--- src/rtl/spi_accel_slave.sv ---
// SPI mode-3 responder modelling a 64x8 accelerometer register file.
// Define SPI_SLAVE_SNAPSHOT_EN to freeze sample registers for each frame.
module spi_accel_slave (
    input  logic        clk,
    input  logic        reset,
    input  logic        SCLK,
    input  logic        CS,
    input  logic        MOSI,
    output logic        MISO,
    input  logic        sample_valid,
    input  logic [47:0] sample_data,
    output logic        reg_wr_strobe,
    output logic [5:0]  reg_wr_addr,
    output logic [7:0]  reg_wr_data,
    output logic        busy
);
    typedef enum logic [2:0] {
        S_IDLE, S_CMD, S_WDATA, S_RDATA, S_DONE
    } state_t;

    localparam logic [5:0] SAMPLE_LO = 6'h32;
    localparam logic [5:0] SAMPLE_HI = 6'h37;
    localparam logic [7:0] ID_VAL    = 8'hE5;

    logic [2:0] sclk_sync_q, sclk_sync_d;
    logic [2:0] cs_sync_q, cs_sync_d;
    logic [1:0] mosi_sync_q, mosi_sync_d;
    state_t     state_q, state_d;
    logic [2:0] bit_cnt_q, bit_cnt_d;
    logic [7:0] shift_q, shift_d;
    logic [5:0] addr_q, addr_d;
    logic       mb_q, mb_d;
    logic [7:0] miso_sr_q, miso_sr_d;
    logic       wr_strobe_q, wr_strobe_d;
    logic [5:0] wr_addr_q, wr_addr_d;
    logic [7:0] wr_data_q, wr_data_d;
    logic       busy_q, busy_d;
    logic [7:0] regs_q [64];
    logic [7:0] regs_d [64];

    logic        sclk_rise, cs_fall, cs_rise, byte_done;
    logic        wr_en, sample_load;
    logic [7:0]  shift_in, rd_data;
    logic [5:0]  addr_next, rd_addr;
    logic [47:0] sample_word;

    function automatic logic is_sample(input logic [5:0] a);
        return (a >= SAMPLE_LO) && (a <= SAMPLE_HI);
    endfunction

    always_comb begin
        sclk_sync_d = {sclk_sync_q[1:0], SCLK};
        cs_sync_d   = {cs_sync_q[1:0], CS};
        mosi_sync_d = {mosi_sync_q[0], MOSI};
    end

    // Synchronizers follow the pins through reset, so a CS already low
    // at reset release is not mistaken for a fresh fall.
    always_ff @(posedge clk) begin
        sclk_sync_q <= sclk_sync_d;
        cs_sync_q   <= cs_sync_d;
        mosi_sync_q <= mosi_sync_d;
    end

    assign sclk_rise = sclk_sync_q[1] & ~sclk_sync_q[2];
    assign cs_fall   = ~cs_sync_q[1] & cs_sync_q[2];
    assign cs_rise   = cs_sync_q[1] & ~cs_sync_q[2];
    assign shift_in  = {shift_q[6:0], mosi_sync_q[1]};
    assign byte_done = sclk_rise & (bit_cnt_q == 3'd7) & ~cs_rise;
    assign addr_next = mb_q ? addr_q + 6'd1 : addr_q;
    assign rd_addr   = (state_q == S_CMD) ? shift_in[5:0] : addr_next;

`ifdef SPI_SLAVE_SNAPSHOT_EN
    logic [7:0]  shadow_q [8];
    logic [7:0]  shadow_d [8];
    logic        pend_q, pend_d;
    logic [47:0] pend_data_q, pend_data_d;

    always_comb begin
        shadow_d    = shadow_q;
        pend_d      = pend_q;
        pend_data_d = pend_data_q;
        sample_load = 1'b0;
        sample_word = sample_data;
        if (cs_fall) begin
            for (int i = 0; i < 6; i++)
                shadow_d[i] = regs_q[SAMPLE_LO + 6'(i)];
        end
        // Samples arriving mid-frame wait until CS is back high.
        if (cs_sync_q[1]) begin
            sample_load = sample_valid | pend_q;
            sample_word = sample_valid ? sample_data : pend_data_q;
            pend_d      = 1'b0;
        end else if (sample_valid) begin
            pend_d      = 1'b1;
            pend_data_d = sample_data;
        end
    end

    always_ff @(posedge clk) begin
        if (reset) begin
            shadow_q    <= '{default: '0};
            pend_q      <= 1'b0;
            pend_data_q <= '0;
        end else begin
            shadow_q    <= shadow_d;
            pend_q      <= pend_d;
            pend_data_q <= pend_data_d;
        end
    end

    assign rd_data = (rd_addr == 6'h00) ? ID_VAL :
                     is_sample(rd_addr) ? shadow_q[3'(rd_addr - SAMPLE_LO)] :
                     regs_q[rd_addr];
`else
    assign sample_load = sample_valid;
    assign sample_word = sample_data;
    assign rd_data     = (rd_addr == 6'h00) ? ID_VAL : regs_q[rd_addr];
`endif

    always_ff @(posedge clk) begin
        if (reset) state_q <= S_IDLE;
        else       state_q <= state_d;
    end

    always_comb begin
        state_d = state_q;
        if (cs_rise) begin
            state_d = S_IDLE;
        end else begin
            unique case (state_q)
                S_IDLE:  if (cs_fall) state_d = S_CMD;
                S_CMD:   if (byte_done)
                             state_d = shift_in[7] ? S_RDATA : S_WDATA;
                S_WDATA: if (byte_done && !mb_q) state_d = S_DONE;
                default: ;
            endcase
        end
    end

    always_comb begin
        MISO = 1'b0;
        if (state_q == S_RDATA) MISO = miso_sr_q[7];
    end

    always_comb begin
        bit_cnt_d   = bit_cnt_q;
        shift_d     = shift_q;
        addr_d      = addr_q;
        mb_d        = mb_q;
        miso_sr_d   = miso_sr_q;
        wr_strobe_d = 1'b0;
        wr_addr_d   = wr_addr_q;
        wr_data_d   = wr_data_q;
        wr_en       = 1'b0;
        busy_d      = ~cs_sync_q[0];
        if (state_q == S_IDLE) begin
            bit_cnt_d = '0;
        end else if (sclk_rise) begin
            bit_cnt_d = bit_cnt_q + 3'd1;
            shift_d   = shift_in;
        end
        unique case (state_q)
            S_CMD: if (byte_done) begin
                addr_d    = shift_in[5:0];
                mb_d      = shift_in[6];
                miso_sr_d = rd_data;
            end
            S_WDATA: if (byte_done) begin
                wr_strobe_d = 1'b1;
                wr_addr_d   = addr_q;
                wr_data_d   = shift_in;
                wr_en       = (addr_q != 6'h00) && !is_sample(addr_q);
                addr_d      = addr_next;
            end
            S_RDATA: if (sclk_rise && !cs_rise) begin
                miso_sr_d = byte_done ? rd_data : {miso_sr_q[6:0], 1'b0};
                if (byte_done) addr_d = addr_next;
            end
            default: ;
        endcase
    end

    always_comb begin
        regs_d = regs_q;
        if (sample_load) begin
            for (int i = 0; i < 6; i++)
                regs_d[SAMPLE_LO + 6'(i)] = sample_word[8*i +: 8];
        end
        if (wr_en) regs_d[addr_q] = shift_in;
    end

    always_ff @(posedge clk) begin
        if (reset) begin
            bit_cnt_q   <= '0;
            shift_q     <= '0;
            addr_q      <= '0;
            mb_q        <= 1'b0;
            miso_sr_q   <= '0;
            wr_strobe_q <= 1'b0;
            wr_addr_q   <= '0;
            wr_data_q   <= '0;
            busy_q      <= 1'b0;
            regs_q      <= '{default: '0};
        end else begin
            bit_cnt_q   <= bit_cnt_d;
            shift_q     <= shift_d;
            addr_q      <= addr_d;
            mb_q        <= mb_d;
            miso_sr_q   <= miso_sr_d;
            wr_strobe_q <= wr_strobe_d;
            wr_addr_q   <= wr_addr_d;
            wr_data_q   <= wr_data_d;
            busy_q      <= busy_d;
            regs_q      <= regs_d;
        end
    end

    assign reg_wr_strobe = wr_strobe_q;
    assign reg_wr_addr   = wr_addr_q;
    assign reg_wr_data   = wr_data_q;
    assign busy          = busy_q;
endmodule

--- config.mk ---
export PLATFORM = sky130hd
export DESIGN_NAME = spi_accel_slave
export DESIGN_NICKNAME = d
export VERILOG_FILES = /design/src/rtl/spi_accel_slave.sv
export SDC_FILE = /design/constraint.sdc
export NUM_CORES = 1
export LEC_CHECK = 0
export CAP_MARGIN = 20
export CORE_MARGIN = 2
export CORE_UTILIZATION = 30
export CTS_BUF_LIST = sky130_fd_sc_hd__clkbuf_8
export DETAILED_ROUTE_END_ITERATION = 8
export PLACE_DENSITY_LB_ADDON = 0.12
export SLEW_MARGIN = 10
export SYNTH_ARGS = -nofsm -noshare
export SYNTH_HDL_FRONTEND = slang
export SYNTH_SLANG_ARGS = --single-unit
--- constraint.sdc ---
create_clock -name clk -period 8.5 [get_ports clk]
set_input_delay 1.7 -clock clk [delete_from_list [all_inputs] [get_ports clk]]
set_output_delay 1.7 -clock clk [all_outputs]
set_load 0.005 [all_outputs]
; ---- After elaboration in Yosys (flattened, before gate mapping)
; Cells that the tools add are included.
[totals]
reg_bits = 564
ram_bits = 0
mem_count = 0
romBits = 0
latch_bits = 0
output_inout_bits = 17
inputBits = 54
word_cells = 157
[classes]
eq_ne = 8
div_mod_pow = 0
reduce_logical = 23
bitwise = 14
mul = 0
n_addsub = 2
shift = 0
mux = 28
magnitude_cmp = 5
[op_table]
columns = operator, n
row1 = $bwmux 512, 1
row2 = $mux 112, 1
row3 = $mux 8, 7
row4 = $bmux 8 s6, 1
row5 = $demux 8 s6, 1
row6 = $mux 48, 1
row7 = $mux 6, 5
row8 = $pmux 6 s3, 1
row9 = $pmux 8 s2, 1
row10 = $ge 7x7->1 const B, 2
row11 = $not 6->7, 2
row12 = $mux 3, 3
row13 = $pmux 3 s3, 1
row14 = $lt 7x1->1 const B, 1
row15 = $not 1->1, 7
row16 = $add 6x1->6 const B, 1
row17 = $eq 3x2->1 const B, 2
row18 = $ge 6x6->1 const B, 1
row19 = $le 6x6->1 const B, 1
row20 = $logic_not 6->1, 1
row21 = $ne 2x2->1 const B, 3
row22 = $reduce_and 2->1, 3
row23 = $reduce_and 3->1, 2
row24 = $reduce_bool 3->1, 2
row25 = other kinds (13), 29

; ---- Longest topological paths before layout
; Gate-level depths: netlist of run 1.
[depth]
ltp_word = 11
mapped_depth = 15

; ---- Least setup slack after synthesis of run 1
; OpenSTA, ideal clock, no wires.
[synth_path]
path_kind = input to register
start = input sample_valid
end = register regs_q[89] in the netlist's numbering
setup_slack_ns = 5.383
setup_time_ns = 0.128
t_arrival_ns = 2.989
cell_stages = 5
required_ns = 8.372
path_cell_list = clkbuf_1 buf_1 buf_1 mux2i_1 nor2_1
[synth_between]
elab_chain_cells = 3
[synth_lines]
columns = item, line
row1 = "start, declared", 10  ; input logic sample_valid,
row2 = $mux 48 *, 186  ; if (sample_load) begin
row3 = $bwmux 512, 190  ; if (wr_en) regs_d[addr_q] = shift_in;
row4 = $mux 112 *, 190
row5 = "end signal, assigned", 215  ; regs_q <= regs_d;
row6 = "end, declared", 38  ; logic [7:0] regs_q [64];
; Every way passes the cells marked *; elsewhere a longest branch is shown, timed or not.
; A chain may end at the register's enable or synchronous reset.

; ---- Worst setup path after layout of run 1
[layout_path]
start = register shift_q[0]
end = register miso_sr_q[4]
[layout_between]
elab_chain_cells = 9
elab_cells_between_ends = 11
classes_between = mux: 9 / bitwise: 1 / reduce/logical: 1
[layout_lines]
columns = item, line
row1 = "start, declared", 30  ; logic [7:0] shift_q, shift_d;
row2 = "start signal, assigned", 207  ; shift_q <= shift_d;
row3 = $mux 6 *, 71  ; assign rd_addr = (state_q == S_CMD) ? shift_in[5:0] : addr_next;
row4 = $not 6->7 (not written as such), 118  ; assign rd_data = (rd_addr == 6'h00) ? ID_VAL : regs_q[rd_addr];
row5 = $bmux 8 s6, 118
row6 = $mux 8 (not written as such) (2 in a row), 118
row7 = $mux 8 *, 118
row8 = $mux 8, 177  ; miso_sr_d = byte_done ? rd_data : {miso_sr_q[6:0], 1'b0};
row9 = $mux 8, 176  ; S_RDATA: if (sclk_rise && !cs_rise) begin
row10 = $pmux 8 s2 *, 163  ; unique case (state_q)
row11 = "end signal, assigned", 210  ; miso_sr_q <= miso_sr_d;
row12 = "end, declared", 33  ; logic [7:0] miso_sr_q, miso_sr_d;
; Every way passes the cells marked *; elsewhere a longest branch is shown, timed or not. The select of a mux whose other input is x is not followed.

==> run summary, run 1 <==
H-tree depth: 3
Leading post-synthesis cells by instance count: sky130_fd_sc_hd__nand2_1 (700), sky130_fd_sc_hd__dfxtp_1 (564), sky130_fd_sc_hd__a21oi_1 (482), sky130_fd_sc_hd__nand3_1 (350), sky130_fd_sc_hd__clkbuf_1 (220)
Iter 0 DRT Violations: 2234
Most numerous cell on the critical path: sky130_fd_sc_hd__buf_4
Via Count: 23200
Async set-or-reset flop fraction in the synthesized netlist: 0%
Total power per unit cell area: 191 nW/um^2
Post-synthesis net count: 3207
Critical Path AT: 5210 ps
Number of DRC violations after detailed routing: 0
Overall routing resource usage: 21.6%
Slew margin rel.: 15.3%
Top Ports: 71
Pin count of the biggest net entering global routing: 220
Library cell with the largest summed area after synthesis: sky130_fd_sc_hd__dfxtp_1
Register-to-register path setup slack: 3900 ps
Post-synthesis instance total: 3148
Fillers: 8765
Hold path cells: 0
Number of enable-type register cells in the synthesized netlist: 0
Antenna viol nets, final: 0
Number of clock buffers inserted by TritonCTS: 103
Critical-path top delay cell: sky130_fd_sc_hd__nor4b_1
Proportion of netlist area held by the largest area contributor: 44.6%
Rows: 106
Post-route clock skew: 24.6 ps
Final number of max-transition violations: 0
Number of maximum-capacitance violations: 0
Kind of cell adding the most delay to the critical path: compound AO/OA/AOI/OAI gates
Core region area: 83700 um^2
Number of gates given a new drive strength after cts: 0
Top layer used by detailed routing: met4
Final hold viol count: 0
Nets: 3139
Required time at the endpoint of the critical path: 9110 ps
WL/cell: 22.2 um
Root Buffer: sky130_fd_sc_hd__clkbuf_8
Global route total overflow: 0
First-pass detailed-route iteration total: 6
Class of the tightest hold or removal check: reg2reg
Setup repair after global routing missed its margin: no
Number of cells on the worst reg-to-reg path: 10
Static leakage power: 9.36 nW
Run status: complete, no violations
Die height: 295 um
Met1 WL: 43.7 mm
TritonCTS clock tree: done
Synth Area per Inst: 8.05 um^2
Post-Route WL: 95.2 mm
Fraction of layout instances using a drive strength above 1: 9.43%
# hold bufs at CTS: 0
Cell breakdown of the critical path: buf_4, nor4b_1, a21o_4, buf_4, a21oi_1, a221oi_1, nor3_1, o21ai_0, o311ai_1, a211oi_1
Number of buffer and inverter instances along the worst setup path: 2
Placer congestion estimate: 0.815
Hold Startpoint: mosi_sync_q[0]
Clock latency reported for the late side of the worst-skew pair: 720 ps
Measured slew at the worst slew-check pin: 1270 ps
Distinct cell type count after synthesis: 72
Horiz. Die Dim: 295 um
Worst Hold Endpoint: mosi_sync_q[1]
Predominant post-synthesis flop cell: sky130_fd_sc_hd__dfxtp_1
Maximum resistive drop on vdd: 103 uV
Number of warnings printed during yosys synthesis: 0
Clock period minus final worst setup slack: 4600 ps
Initial antenna violation count: 1
Portion of the post-synthesis area used by sequential elements: 44.6%
CTS clk-pin slew, worst paths: 60 ps
Kind of start point of the critical path: flop
Maximum clock path buffer count: 3
Top cells by area in the synthesized netlist: sky130_fd_sc_hd__dfxtp_1 (45%), sky130_fd_sc_hd__nand2_1 (10%), sky130_fd_sc_hd__a21oi_1 (9.5%)
Synthesized flop and latch total: 564
Reg2Reg Launch Point: shift_q[0]
Met2 wire length: 42.8 mm
Finish-stage setup viols: 0
Starting Density: 30.3%
Number of buffers inserted to repair setup after CTS: 0
Endpoint of the lowest-slack register-to-register path: miso_sr_q[4]
Synth-to-Final Area Change: 13.5%
CP max stage delay: 800 ps
Number of global-route vias before repair: 22300
Sum of negative setup slack: 0 ps
Count of buffers from port buffering: 70
Clock sink total: 564
First-pass GRT wire length: 145 mm
Maximum clock rate: 218 MHz
Total length of routed met3 wires: 6.41 mm
Largest fanout of any net on the critical path: 63
Final clock period utilization by the worst path: 54.1%
PnR Total Power: 5.49 mW
Die outline area: 86800 um^2
Final HPWL from detailed placement: 55.5 mm
Synthesized cell area: 25300 um^2
Vias per cell: 5.42
Most common cell in the synthesized netlist: sky130_fd_sc_hd__nand2_1
Kind of end point of the critical path: flop
Setup Crit Path Kind: reg2reg
==> power by group <==
group / switching (mW) / total [mW] / internal [mW] / leakage, nW
sequential: 0.00971 / 2.67 / 2.66 / 4.56
combinational: 0.189 / 0.273 / 0.0843 / 3.65
clock: 1.18 / 2.54 / 1.37 / 1.16
==> final cells by class <==
class	count	area, um^2	share of cell area (%)
antenna	1	2.50	0.00870
clock buffer	124	1710	5.93
clock inverter	50	274	0.952
inverter	5	18.8	0.0652
multi-input combinational	2278	12900	44.7
sequential	564	11300	39.3
tap	1134	1420	4.93
timing repair buffer	128	1190	4.12
==> worst reg2reg max path, delay by kind of cell (launching register included) <==
kind                   cells  cell delay, ps
buffers and inverters      2            1040
flip-flops                 1             310
AND/OR/NAND/NOR            2             900
AO/OA/AOI/OAI              6            2260
==> per-stage QoR <==
stage / util (%) / hold slack [ps] / std cells / setup WS [ps] / instance area [um^2]
6_report: 34.4 / 324 / 4284 / 3900 / 28800
5_1_grt: 34.4 / 329 / 4284 / 3680 / 28800
4_1_cts: 34.4 / 326 / 4283 / 3960 / 28800
2_1_floorplan: - / 310 / 3148 / 5380 / 25300
3_5_place_dp: 32.0 / 320 / 4109 / 3990 / 26800
3_3_place_gp: 32.0 / 325 / 4108 / 4000 / 26800
==> sequential cells by signal, indices dropped and copies added, names as in the netlist, 2 cells and up <==
name         flops
cs_sync_q        3
sclk_sync_q      3
regs_q         512
state_q          3
shift_q          7
mosi_sync_q      2
addr_q           6
miso_sr_q        8
reg_wr_data      8
reg_wr_addr      6
bit_cnt_q        3
==> cell families after synthesis <==
family,share of synthesized area (%)
multiplexers,11.3
AND/OR/NAND/NOR,22.6
adder cells (fa/ha/maj),0.247
XOR/XNOR,0.138
buffers and inverters,5.14
flip-flops,44.6
AO/OA/AOI/OAI,16.1
==> worst max path at each step <==
stage | endpoint | depth (start not counted) | startpoint
2_1_floorplan | regs_q[89] | 5 | sample_valid
3_3_place_gp | miso_sr_q[2] | 10 | shift_q[0]
3_5_place_dp | miso_sr_q[4] | 10 | shift_q[0]
4_1_cts | miso_sr_q[4] | 10 | shift_q[0]
5_1_grt | miso_sr_q[4] | 11 | addr_q[1]
6_report | miso_sr_q[4] | 10 | shift_q[0]
==> layer usage <==
layer	vias up	global-route usage, %
met1	11400	30.6
met3	126	3.57
li1	10800	-
met4	0	6.84
met5	-	0
met2	828	33.5
==> cell usage in the layout (no fill, tap or decap), types with 4 or more instances in the layout <==
| cell | synthesis | routed |
|---|---|---|
| sky130_fd_sc_hd__nand2_1 | 700 | 700 |
| sky130_fd_sc_hd__o211ai_1 | 4 | 4 |
| sky130_fd_sc_hd__nand2b_1 | 5 | 5 |
| sky130_fd_sc_hd__nand3_1 | 350 | 350 |
| sky130_fd_sc_hd__nand3b_1 | 7 | 7 |
| sky130_fd_sc_hd__buf_4 | 13 | 54 |
| sky130_fd_sc_hd__mux4_2 | 58 | 58 |
| sky130_fd_sc_hd__a31oi_1 | 17 | 16 |
| sky130_fd_sc_hd__or4_1 | 4 | 4 |
| sky130_fd_sc_hd__dfxtp_2 | 0 | 7 |
| sky130_fd_sc_hd__a221oi_1 | 14 | 14 |
| sky130_fd_sc_hd__nor2_4 | 1 | 4 |
| sky130_fd_sc_hd__inv_1 | 5 | 45 |
| sky130_fd_sc_hd__nor4_1 | 5 | 5 |
| sky130_fd_sc_hd__or3_1 | 5 | 4 |
| sky130_fd_sc_hd__o21ai_0 | 125 | 124 |
| sky130_fd_sc_hd__buf_12 | 1 | 4 |
| sky130_fd_sc_hd__clkbuf_8 | 0 | 124 |
| sky130_fd_sc_hd__a22oi_1 | 15 | 15 |
| sky130_fd_sc_hd__nand4_1 | 11 | 11 |
| sky130_fd_sc_hd__dfxtp_1 | 564 | 556 |
| sky130_fd_sc_hd__clkdlybuf4s50_1 | 0 | 68 |
| sky130_fd_sc_hd__mux2i_1 | 147 | 147 |
| sky130_fd_sc_hd__nor2_2 | 1 | 5 |
| sky130_fd_sc_hd__nor3_1 | 14 | 13 |
| sky130_fd_sc_hd__nor2b_1 | 14 | 14 |
| sky130_fd_sc_hd__o31ai_1 | 5 | 5 |
| sky130_fd_sc_hd__a32oi_1 | 6 | 6 |
| sky130_fd_sc_hd__ha_1 | 5 | 5 |
| sky130_fd_sc_hd__a211oi_1 | 21 | 21 |
| sky130_fd_sc_hd__a311oi_1 | 15 | 15 |
| sky130_fd_sc_hd__a21oi_1 | 482 | 482 |
| sky130_fd_sc_hd__nor2_1 | 179 | 172 |
| sky130_fd_sc_hd__and3_1 | 9 | 9 |
No activity file was read; power rests on OpenSTA's default activity.
==> run 2, diff against run 1 <==
==> constraint.sdc (replaced) <==
create_clock -name clk -period 4.1 [get_ports clk]
set_input_delay 0.82 -clock clk [delete_from_list [all_inputs] [get_ports clk]]
set_output_delay 0.82 -clock clk [all_outputs]
set_load 0.005 [all_outputs]
==> run 2 against run 1 <==
  * First-iteration DRC count rose by 11%
  * Sequential power rose by 110%
  * Critical endpoint is now miso_sr_q[2]
  * Worst setup slack got worse by 3700 ps
  * Clock power rose by 110%
  * Die area did not move
  * Via count rose by 1.6%
  * Clock-buffer cell count rose by 5
==> run summary, run 2 (synthesized netlist as in run 1, its figures left out) <==
Run status: complete, no violations (unchanged)
Number of clock buffers inserted by TritonCTS: 104 (was 103)
TritonCTS clock tree: done (unchanged)
WL/cell: 22.6 um (was 22.2 um)
Die height: 295 um (unchanged)
Number of global-route vias before repair: 22900 (was 22300)
Fraction of power spent switching nets: 25.1% (about the same)
Core region area: 83700 um^2 (unchanged)
Critical Path AT: 4500 ps (was 5210 ps)
Vias per cell: 5.41 (was 5.42)
# hold bufs at CTS: 0 (unchanged)
Critical-path top delay cell: sky130_fd_sc_hd__a21o_4 (was sky130_fd_sc_hd__nor4b_1)
Final HPWL from detailed placement: 62.3 mm (was 55.5 mm)
Slew margin rel.: 29.6% (was 15.3%)
Total power per unit cell area: 393 nW/um^2 (was 191 nW/um^2)
Kind of start point of the critical path: flop (unchanged)
Net switching power of the design: 2.91 mW (was 1.37 mW)
H-tree depth: 3 (unchanged)
CP max stage delay: 540 ps (was 800 ps)
First-pass detailed-route iteration total: 6 (unchanged)
Required time at the endpoint of the critical path: 4690 ps (was 9110 ps)
Met1 capacity usage during global routing: 32.2% (was 30.6%)
Kind of end point of the critical path: flop (unchanged)
Pin count of the biggest net entering global routing: 119 (was 220)
Post-Route WL: 98.5 mm (was 95.2 mm)
Root Buffer: sky130_fd_sc_hd__clkbuf_8 (unchanged)
Fraction of layout instances using a drive strength above 1: 11.5% (was 9.43%)
CTS clk-pin slew, worst paths: 60 ps (about the same)
Post-route clock skew: 50.0 ps (was 24.6 ps)
Final number of max-transition violations: 0 (unchanged)
Rows: 106 (unchanged)
Sum of negative setup slack: 0 ps (unchanged)
Layer with the highest usage: met2 (unchanged)
Clock latency reported for the late side of the worst-skew pair: 730 ps (was 720 ps)
Largest fanout of any net on the critical path: 30 (was 63)
Clock power share: 47.0% (was 46.3%)
Total placed instance area: 27400 um^2 (was 26800 um^2)
Worst Hold Endpoint: sclk_sync_q[1] (was mosi_sync_q[1])
Cell breakdown of the critical path: inv_1, ha_1, mux2i_1, a21o_4, buf_4, mux4_1, a221oi_1, o21ai_0, a311oi_1, nor4_1 (was buf_4, nor4b_1, a21o_4, buf_4, a21oi_1, a221oi_1, nor3_1, o21ai_0, o311ai_1, a211oi_1)
P_int: 8.67 mW (was 4.11 mW)
First-pass GRT wire length: 149 mm (was 145 mm)
Hold Startpoint: sclk_sync_q[0] (was mosi_sync_q[0])
Number of cells on the worst reg-to-reg path: 10 (unchanged)
Synth-to-Final Area Change: 16.4% (was 13.5%)
Finish-stage setup viols: 0 (unchanged)
Maximum clock path buffer count: 3 (unchanged)
Final standard cell count with taps included and fillers excluded: 4356 (was 4284)
Static leakage power: 9.79 nW (was 9.36 nW)
Final hold viol count: 0 (unchanged)
Share of total power in sequential cells: 47.8% (was 48.7%)
Measured slew at the worst slew-check pin: 1060 ps (was 1270 ps)
Gate power share: 5.2% (was 5.0%)
Final clock period utilization by the worst path: 95.3% (was 54.1%)
Placer congestion estimate: 0.844 (was 0.815)
Top library cells by usage in the layout, fill and taps aside: sky130_fd_sc_hd__nand2_1 (700), sky130_fd_sc_hd__dfxtp_1 (556), sky130_fd_sc_hd__a21oi_1 (482) (unchanged)
Number of maximum-capacitance violations: 0 (unchanged)
Global route total overflow: 0 (unchanged)
PnR Total Power: 11.6 mW (was 5.49 mW)
Die outline area: 86800 um^2 (unchanged)
Reg2Reg Launch Point: addr_q[1] (was shift_q[0])
Maximum resistive drop on vdd: 211 uV (was 103 uV)
Count of buffers from port buffering: 70 (unchanged)
Endpoint of the lowest-slack register-to-register path: miso_sr_q[2] (was miso_sr_q[4])
Clock period minus final worst setup slack: 3910 ps (was 4600 ps)
Antenna viol nets, final: 0 (unchanged)
Top Ports: 71 (unchanged)
Global-route met3 utilization: 3.08% (was 3.57%)
Register-to-register path setup slack: 190 ps (was 3900 ps)
Maximum clock rate: 256 MHz (was 218 MHz)
Hold path cells: 0 (unchanged)
Setup repair after global routing missed its margin: no (unchanged)
Clock sink total: 564 (unchanged)
Starting Density: 30.3% (unchanged)
Setup Crit Path Kind: reg2reg (unchanged)
Final cell area excluding filler cells: 29500 um^2 (was 28800 um^2)
Initial antenna violation count: 1 (unchanged)
Worst hold slack after final layout: 330 ps (was 324 ps)
Nets: 3200 (was 3139)
Global-route track usage on met2: 35.0% (was 33.5%)
Class of the tightest hold or removal check: reg2reg (unchanged)
Via Count: 23600 (was 23200)
Number of DRC violations after detailed routing: 0 (unchanged)
Iter 0 DRT Violations: 2478 (was 2234)
Max reg flops: 512 (unchanged)
Overall routing resource usage: 22.4% (was 21.6%)
Most flops, register: regs_q (unchanged)
Horiz. Die Dim: 295 um (unchanged)
Most common cell after layout, fill and taps aside: sky130_fd_sc_hd__nand2_1 (unchanged)
Post-placement cell count: 4168 (was 4109)
[run 2: area by class of cell]
class,count,area [um^2]
fillers,8667,54200
clock buffers,129,1780
diodes,1,2.50
clock inverters,57,312
multi-input cells,2278,12900
inverters,5,18.8
repair buffers,188,1800
well taps,1134,1420
flip-flops and latches,564,11300
[run 2: worst max-delay path by stage]
stage	start	endpoint	slack, ps
after floorplan	addr_q[1]	miso_sr_q[5]	1110
after global placement	addr_q[1]	miso_sr_q[2]	240
after detailed placement	addr_q[1]	miso_sr_q[2]	170
after CTS	addr_q[1]	miso_sr_q[2]	170
after global routing	addr_q[1]	miso_sr_q[2]	4
final	addr_q[1]	miso_sr_q[2]	190
[run 2: per-stage QoR]
stage | utilization, % | worst slack (ps)
2_1_floorplan | - | 1110
3_3_place_gp | 32.7 | 238
3_5_place_dp | 32.7 | 173
4_1_cts | 35.2 | 167
5_1_grt | 35.2 | 3.56
6_report | 35.2 | 192
[run 2: power by group through the flow]
stage | Combinational (mW) | Sequential, mW | Clock, mW
after floorplan | 0.352 | 5.65 | 0
after global placement | 0.601 | 5.65 | 0
after detailed placement | 0.604 | 5.65 | 0
after CTS | 0.606 | 5.53 | 5.58
after global routing | 0.643 | 5.53 | 5.81
final | 0.606 | 5.54 | 5.44
[run 2: what timing repair did]
item,4_1_cts,5_1_grt
setup endpoints to repair,0,1
endpoints found under the hold margin,0,0
gates resized for setup,0,1
setup buffers,0,0
[run 2: critical path, delay by kind of cell, from the launching register on]
| family | cells | cell delay (ps) |
|---|---|---|
| flip-flops | 1 | 480 |
| adder cells (fa/ha/maj) | 1 | 310 |
| multiplexers | 2 | 760 |
| buffers and inverters | 2 | 560 |
| AO/OA/AOI/OAI | 4 | 1560 |
| AND/OR/NAND/NOR | 1 | 90 |
[run 2: routing by layer]
| layer | routed length [um] | part of all wire [%] | vias to the layer above |
|---|---|---|---|
| met3 | 5660 | 5.7 | 128 |
| li1 | - | - | 11000 |
| met4 | 2060 | 2.1 | 0 |
| met1 | 46100 | 47 | 11700 |
| met2 | 44800 | 45 | 789 |
| met5 | 0 | 0 | - |
